**config.mk**
```make
export PLATFORM = sky130hd
export DESIGN_NAME = hazard_scoreboard
export DESIGN_NICKNAME = d
export VERILOG_FILES = /design/src/rtl/mips_hazard_pkg.sv /design/src/rtl/sb_entry.sv /design/src/rtl/hazard_scoreboard.sv
export SDC_FILE = /design/constraint.sdc
export NUM_CORES = 1
export LEC_CHECK = 0
export ABC_AREA = 1
export BUFFER_PORTS_ARGS = -buffer_cell sky130_fd_sc_hd__buf_2
export CORE_MARGIN = 2
export CORE_UTILIZATION = 50
export CTS_BUF_LIST = sky130_fd_sc_hd__clkbuf_8
export DETAILED_ROUTE_END_ITERATION = 16
export PLACE_DENSITY = 0.68
export SLEW_MARGIN = 20
export SYNTH_ARGS = -nofsm -noshare
export SYNTH_HDL_FRONTEND = slang
export SYNTH_SLANG_ARGS = --single-unit
```
**constraint.sdc**
```tcl
create_clock -name clk -period 5.55 [get_ports clk]
set_input_delay 0.8325 -clock clk [delete_from_list [all_inputs] [get_ports clk]]
set_output_delay 0.8325 -clock clk [all_outputs]
set_load 0.02 [all_outputs]
```
**src/rtl/mips_hazard_pkg.sv**
```systemverilog
// Shared encodings and latency constants for the MIPS scoreboard hazard unit.
package mips_hazard_pkg;

  typedef enum logic [1:0] {
    CLS_ALU  = 2'd0,
    CLS_LOAD = 2'd1,
    CLS_MUL  = 2'd2
  } cls_e;

  localparam int LAT_ALU  = 1;
  localparam int LAT_LOAD = 2;

  // A decode-stage consumer needs the value already in the bypass (cnt == 0);
  // an E-stage consumer can tolerate one more cycle.
  localparam int THR_EARLY = 0;
  localparam int THR_LATE  = 1;

endpackage

```
**src/rtl/sb_entry.sv**
```systemverilog
// One scoreboard countdown: clear beats load, load beats decrement, stops at zero.
module sb_entry #(
  parameter int CW = 3
) (
  input  logic          i_clk,
  input  logic          i_rst,
  input  logic          i_clr,
  input  logic          i_load,
  input  logic [CW-1:0] i_val,
  output logic [CW-1:0] o_cnt
);

  logic [CW-1:0] r_cnt;

  always_ff @(posedge i_clk or posedge i_rst) begin
    if (i_rst)                r_cnt <= '0;
    else if (i_clr)           r_cnt <= '0;
    else if (i_load)          r_cnt <= i_val;
    else if (r_cnt != '0)     r_cnt <= r_cnt - CW'(1);
  end

  assign o_cnt = r_cnt;

endmodule

```
**src/rtl/hazard_scoreboard.sv**
```systemverilog
// Scoreboard hazard unit: per-register countdowns drive F/D stall and D/E flush.
// HAZ_MUL_EN enables the multi-cycle MUL class and its structural hazard.
module hazard_scoreboard
  import mips_hazard_pkg::*;
#(
  parameter int NREG    = 32,
  parameter int RW      = $clog2(NREG),
  parameter int LAT_MUL = 4,
  parameter int CW      = ($clog2(LAT_MUL + 1) < 2) ? 2 : $clog2(LAT_MUL + 1)
) (
  input  logic          clk,
  input  logic          reset,
  input  logic          issue_d,
  input  logic [RW-1:0] rs_d,
  input  logic [RW-1:0] rt_d,
  input  logic          use_rs_d,
  input  logic          use_rt_d,
  input  logic          early_d,
  input  logic          wr_en_d,
  input  logic [RW-1:0] wr_reg_d,
  input  logic [1:0]    class_d,
  input  logic          kill,
  output logic          stall_f,
  output logic          stall_d,
  output logic          flush_e,
  output logic          mul_busy,
  output logic [31:0]   stall_count
);

  logic [CW-1:0] w_cnt [NREG];
  logic [CW-1:0] w_thr;
  logic [CW-1:0] w_lat;
  logic          w_need_rs, w_need_rt;
  logic          w_dstall, w_sstall, w_stall;
  logic          w_issue, w_wr;
  logic [31:0]   r_stall_count;

  assign w_cnt[0] = '0;

  assign w_thr     = early_d ? CW'(THR_EARLY) : CW'(THR_LATE);
  assign w_need_rs = use_rs_d && (rs_d != '0) && (w_cnt[rs_d] > w_thr);
  assign w_need_rt = use_rt_d && (rt_d != '0) && (w_cnt[rt_d] > w_thr);
  assign w_dstall  = issue_d && (w_need_rs || w_need_rt);
  assign w_stall   = w_dstall || w_sstall;
  assign w_issue   = issue_d && !w_stall;
  assign w_wr      = w_issue && wr_en_d && (wr_reg_d != '0);

  always_comb begin
    w_lat = CW'(LAT_ALU);
    case (class_d)
      CLS_LOAD: w_lat = CW'(LAT_LOAD);
`ifdef HAZ_MUL_EN
      CLS_MUL:  w_lat = CW'(LAT_MUL);
`endif
      default:  ;
    endcase
  end

  for (genvar g = 1; g < NREG; g++) begin : g_ent
    sb_entry #(.CW(CW)) u_ent (
      .i_clk  (clk),
      .i_rst  (reset),
      .i_clr  (kill),
      .i_load (w_wr && (wr_reg_d == RW'(g))),
      .i_val  (w_lat),
      .o_cnt  (w_cnt[g])
    );
  end

`ifdef HAZ_MUL_EN
  logic [CW-1:0] r_mul_timer;

  // The timer is claimed by any issued MUL, even one that writes no register.
  always_ff @(posedge clk or posedge reset) begin
    if (reset)                              r_mul_timer <= '0;
    else if (kill)                          r_mul_timer <= '0;
    else if (w_issue && class_d == CLS_MUL) r_mul_timer <= CW'(LAT_MUL);
    else if (r_mul_timer != '0)             r_mul_timer <= r_mul_timer - CW'(1);
  end

  assign mul_busy = r_mul_timer > CW'(1);
  assign w_sstall = issue_d && (class_d == CLS_MUL) && mul_busy;
`else
  assign mul_busy = 1'b0;
  assign w_sstall = 1'b0;
`endif

  always_ff @(posedge clk or posedge reset) begin
    if (reset)                             r_stall_count <= '0;
    else if (w_stall && r_stall_count != '1) r_stall_count <= r_stall_count + 32'd1;
  end

  assign stall_f     = w_stall;
  assign stall_d     = w_stall;
  assign flush_e     = w_stall;
  assign stall_count = r_stall_count;

endmodule

```
==> out/qor.yml <==
sta:
  setup_tns_ps: 0
  finClkSkew_ps: 22.4
  holdWs_ps: 483
  fmax_mhz: 225
  relSlewSlack: 0.403
  setup_violations: 0
  hold_viol: 0
  min_period_ps: 4440
  fin_crit_sh: 0.800
  maxSlewViolCount: 0
  rsz0062_at_grt: "false"
  tightest_slew_ps: 895
power_and_ir_drop:
  power_density_nw_per_um2: 410
  clock_power_share: 0.184
  p_int_mw: 2.42
  p_leak_nw: 6.01
  ir_worst_vdd_v: 0.000168
  comb_power_share: 0.499
  switchingPower_mw: 2.17
  p_seq_frac: 0.316
  p_total_mw: 4.58
  switching_share: 0.473
routing:
  route.met3.wl_mm: 1.78
  drt_first_pass_iters: 5
  drtIter0Drc: 686
  dr.max_layer_used: "met4"
  ant_nets: 0
  wl_per_cell_um: 15.3
  drc_errors: 0
  drt_wl_total_mm: 28.9
  wl_met2_mm: 13.4
  vias: 9886
  vias_per_cell: 5.25
  m1WireLength_mm: 12.6
finish:
  mostFrequentLayoutCell: "nand2_1"
  fin_util: 0.551
  nets: 1688
  final_cell_mix: "nand2_1, inv_1, nor2_1"
  area_delta_synth_final_pct: 8.01
  drive_above_1_share: 0.0937
  final_cells: 1882
hold_path:
  min_path_type: "flip-flop to flip-flop"
grt:
  grt_pass1_vias: 9233
  grt_pass1_wl_mm: 47.2
  grt_use_total: 0.273
  antenna_found_initial: 1
  gr-total-overflow: 0
  grt_max_degree: 95
clock_network:
  clockBufferDepth: 2
  cts_root_buffer: "clkbuf_8"
  cts_setup_buffers: 0
  cts_tree: "yes"
  clk_pin_slew_ps: 80
  cts_hold_buf: 0
  cts_buffers: 17
  clk_latency_ps: 480
  cts-resized-gates: 0
  htreeDepth: 4
  cts_sinks: 125
yosys:
  synth_cell_types: 43
  synth_seq_cells: 125
  synth_nets: 1643
  ys_warn_count: 0
  synth_cells: 1553
  syn-cell-area_um2: 10400
  ys_seq_area_frac: 0.302
  syn_area_per_cell_um2: 6.67
status:
  status: "finished clean"
critical_path:
  end_kind: "output port"
  critPathRequiredTime_ps: 4720
  worstPathMaxFanout: 8
  start_kind: "input pin"
  crit_chain: "buf_2 -> inv_1 -> nor2_2 -> inv_1 -> o21ai_0 -> o311ai_0 -> o2111ai_1 -> o21ai_0 -> ha_1 -> or2_2 -> nand3_1 -> nand2_4 -> a21boi_2 -> buf_2"
  worst-setup-path-type: "input pin to output port"
  cp_slowest_cell: "nor2_2"
  cp.arrival_ps: 3610
  max_stage_delay_ps: 370
placement:
  place_congestion: 0.978
  dp_hpwl_mm: 21.2
  place_inst: 1849
  io_buffer_count: 59
die:
  io_pins: 61
  dieArea_um2: 21900
  core-area_um2: 20300
  start_util: 0.510
  die_h_um: 148
  num_rows: 52
  die_w_um: 148
job:
  cap_violations: 0
==> metal layers <==
layer,global-route usage,up-vias
met1,0.360,4568
met4,0.112,0
met3,0.0512,66
li1,-,4933
met2,0.443,319
met5,0,-
==> sequential cells by signal, summed over array words and instances (netlist names) <==
register,count
stall_count,32
g_ent.u_ent.o_cnt,93
==> per-stage QoR <==
stage | instance area [µm²] | setup WS, ps
finish | 11200 | 1110
CTS | 11200 | 1200
floorplan | 10400 | 1390
detailed placement | 10800 | 917
global placement | 10800 | 1050
global route | 11200 | 1000
==> worst max-delay path: cells and delay by family <==
family | cells | cell delay [ps]
AOI/OAI and AO/OA | 5 | 870
and+or+nand+nor | 4 | 850
buffers and inverters | 4 | 770
adders and majority gates | 1 | 270
==> final timing paths <==
kind,start,endpoint,slack (ps),depth (start not counted)
max,rs_d[1],flush_e,1110,14
min,g_ent[15].u_ent.o_cnt[0],g_ent[15].u_ent.o_cnt[0],480,2
max reg2reg,g_ent[30].u_ent.o_cnt[0],stall_count[14],1810,15
min reg2reg,g_ent[15].u_ent.o_cnt[0],g_ent[15].u_ent.o_cnt[0],480,2
max in group asynchronous,reset,g_ent[2].u_ent.o_cnt[0],4070,3
min in group asynchronous,reset,g_ent[14].u_ent.o_cnt[0],530,2
==> power groups by stage <==
stage	Clock, mW	Sequential, mW	Combinational (mW)
after CTS	0.859	1.45	2.29
after detailed placement	0	1.46	2.28
after global placement	0	1.46	2.21
after floorplan	0	1.44	1.74
after global routing	0.893	1.49	2.68
final	0.844	1.45	2.29
==> synth_stat cells <==
master	number	area share
xnor2_1	4	0.0034
dfrtp_1	125	0.30
conb_1	1	0.00036
clkbuf_1	16	0.0058
buf_12	3	0.0058
o31ai_1	1	0.00073
a21boi_2	1	0.0011
nor3_1	30	0.014
o311ai_0	1	0.00085
o41ai_1	1	0.00085
inv_1	300	0.11
a221oi_1	2	0.0017
o211ai_1	8	0.0058
buf_4	5	0.0036
o21ai_1	49	0.024
a31oi_1	1	0.00060
nand3_1	35	0.017
nand4_4	30	0.062
a22oi_1	1	0.00073
o21ai_0	39	0.019
nand4_1	36	0.022
nand3b_1	2	0.0014
nor4_1	6	0.0036
nand2_4	1	0.0011
nor2_2	3	0.0018
nor2_1	161	0.058
nand2_2	4	0.0024
o221ai_1	5	0.0042
nand3_2	1	0.00097
o2111ai_1	1	0.00085
or2_2	3	0.0018
o21bai_1	1	0.00073
nor2_4	2	0.0022
buf_6	5	0.0054
buf_2	12	0.0058
nor4_2	2	0.0024
ha_1	65	0.079
a21oi_1	17	0.0082
nor3b_1	1	0.00073
inv_2	5	0.0018
o22ai_1	14	0.0085
nand2_1	534	0.19
xor2_1	19	0.016
==> area by class of cell <==
class | instances | area, µm²
Sequential cell | 125 | 3130
Clock buffer | 17 | 234
Clock inverter | 15 | 164
Timing Repair Buffer | 67 | 355
Antenna cell | 1 | 2.50
Multi-Input combinational cell | 1082 | 5810
Tap cell | 270 | 338
Fill cell | 2053 | 9110
Inverter | 305 | 1150
==> logic make-up (layout without fill, tap and decap cells) <==
logic type | count (synthesis) | in the layout | share of synthesized area
buffers and inverters | 346 | 404 | 0.137
and+or+nand+nor | 851 | 851 | 0.385
other | 1 | 2 | 0.000362
adders and majority gates | 65 | 65 | 0.0785
AOI/OAI and AO/OA | 142 | 142 | 0.0773
xor gates and xnor gates | 23 | 23 | 0.0195
DFF | 125 | 125 | 0.302
Note: power is estimated with default switching activity, not from simulation.
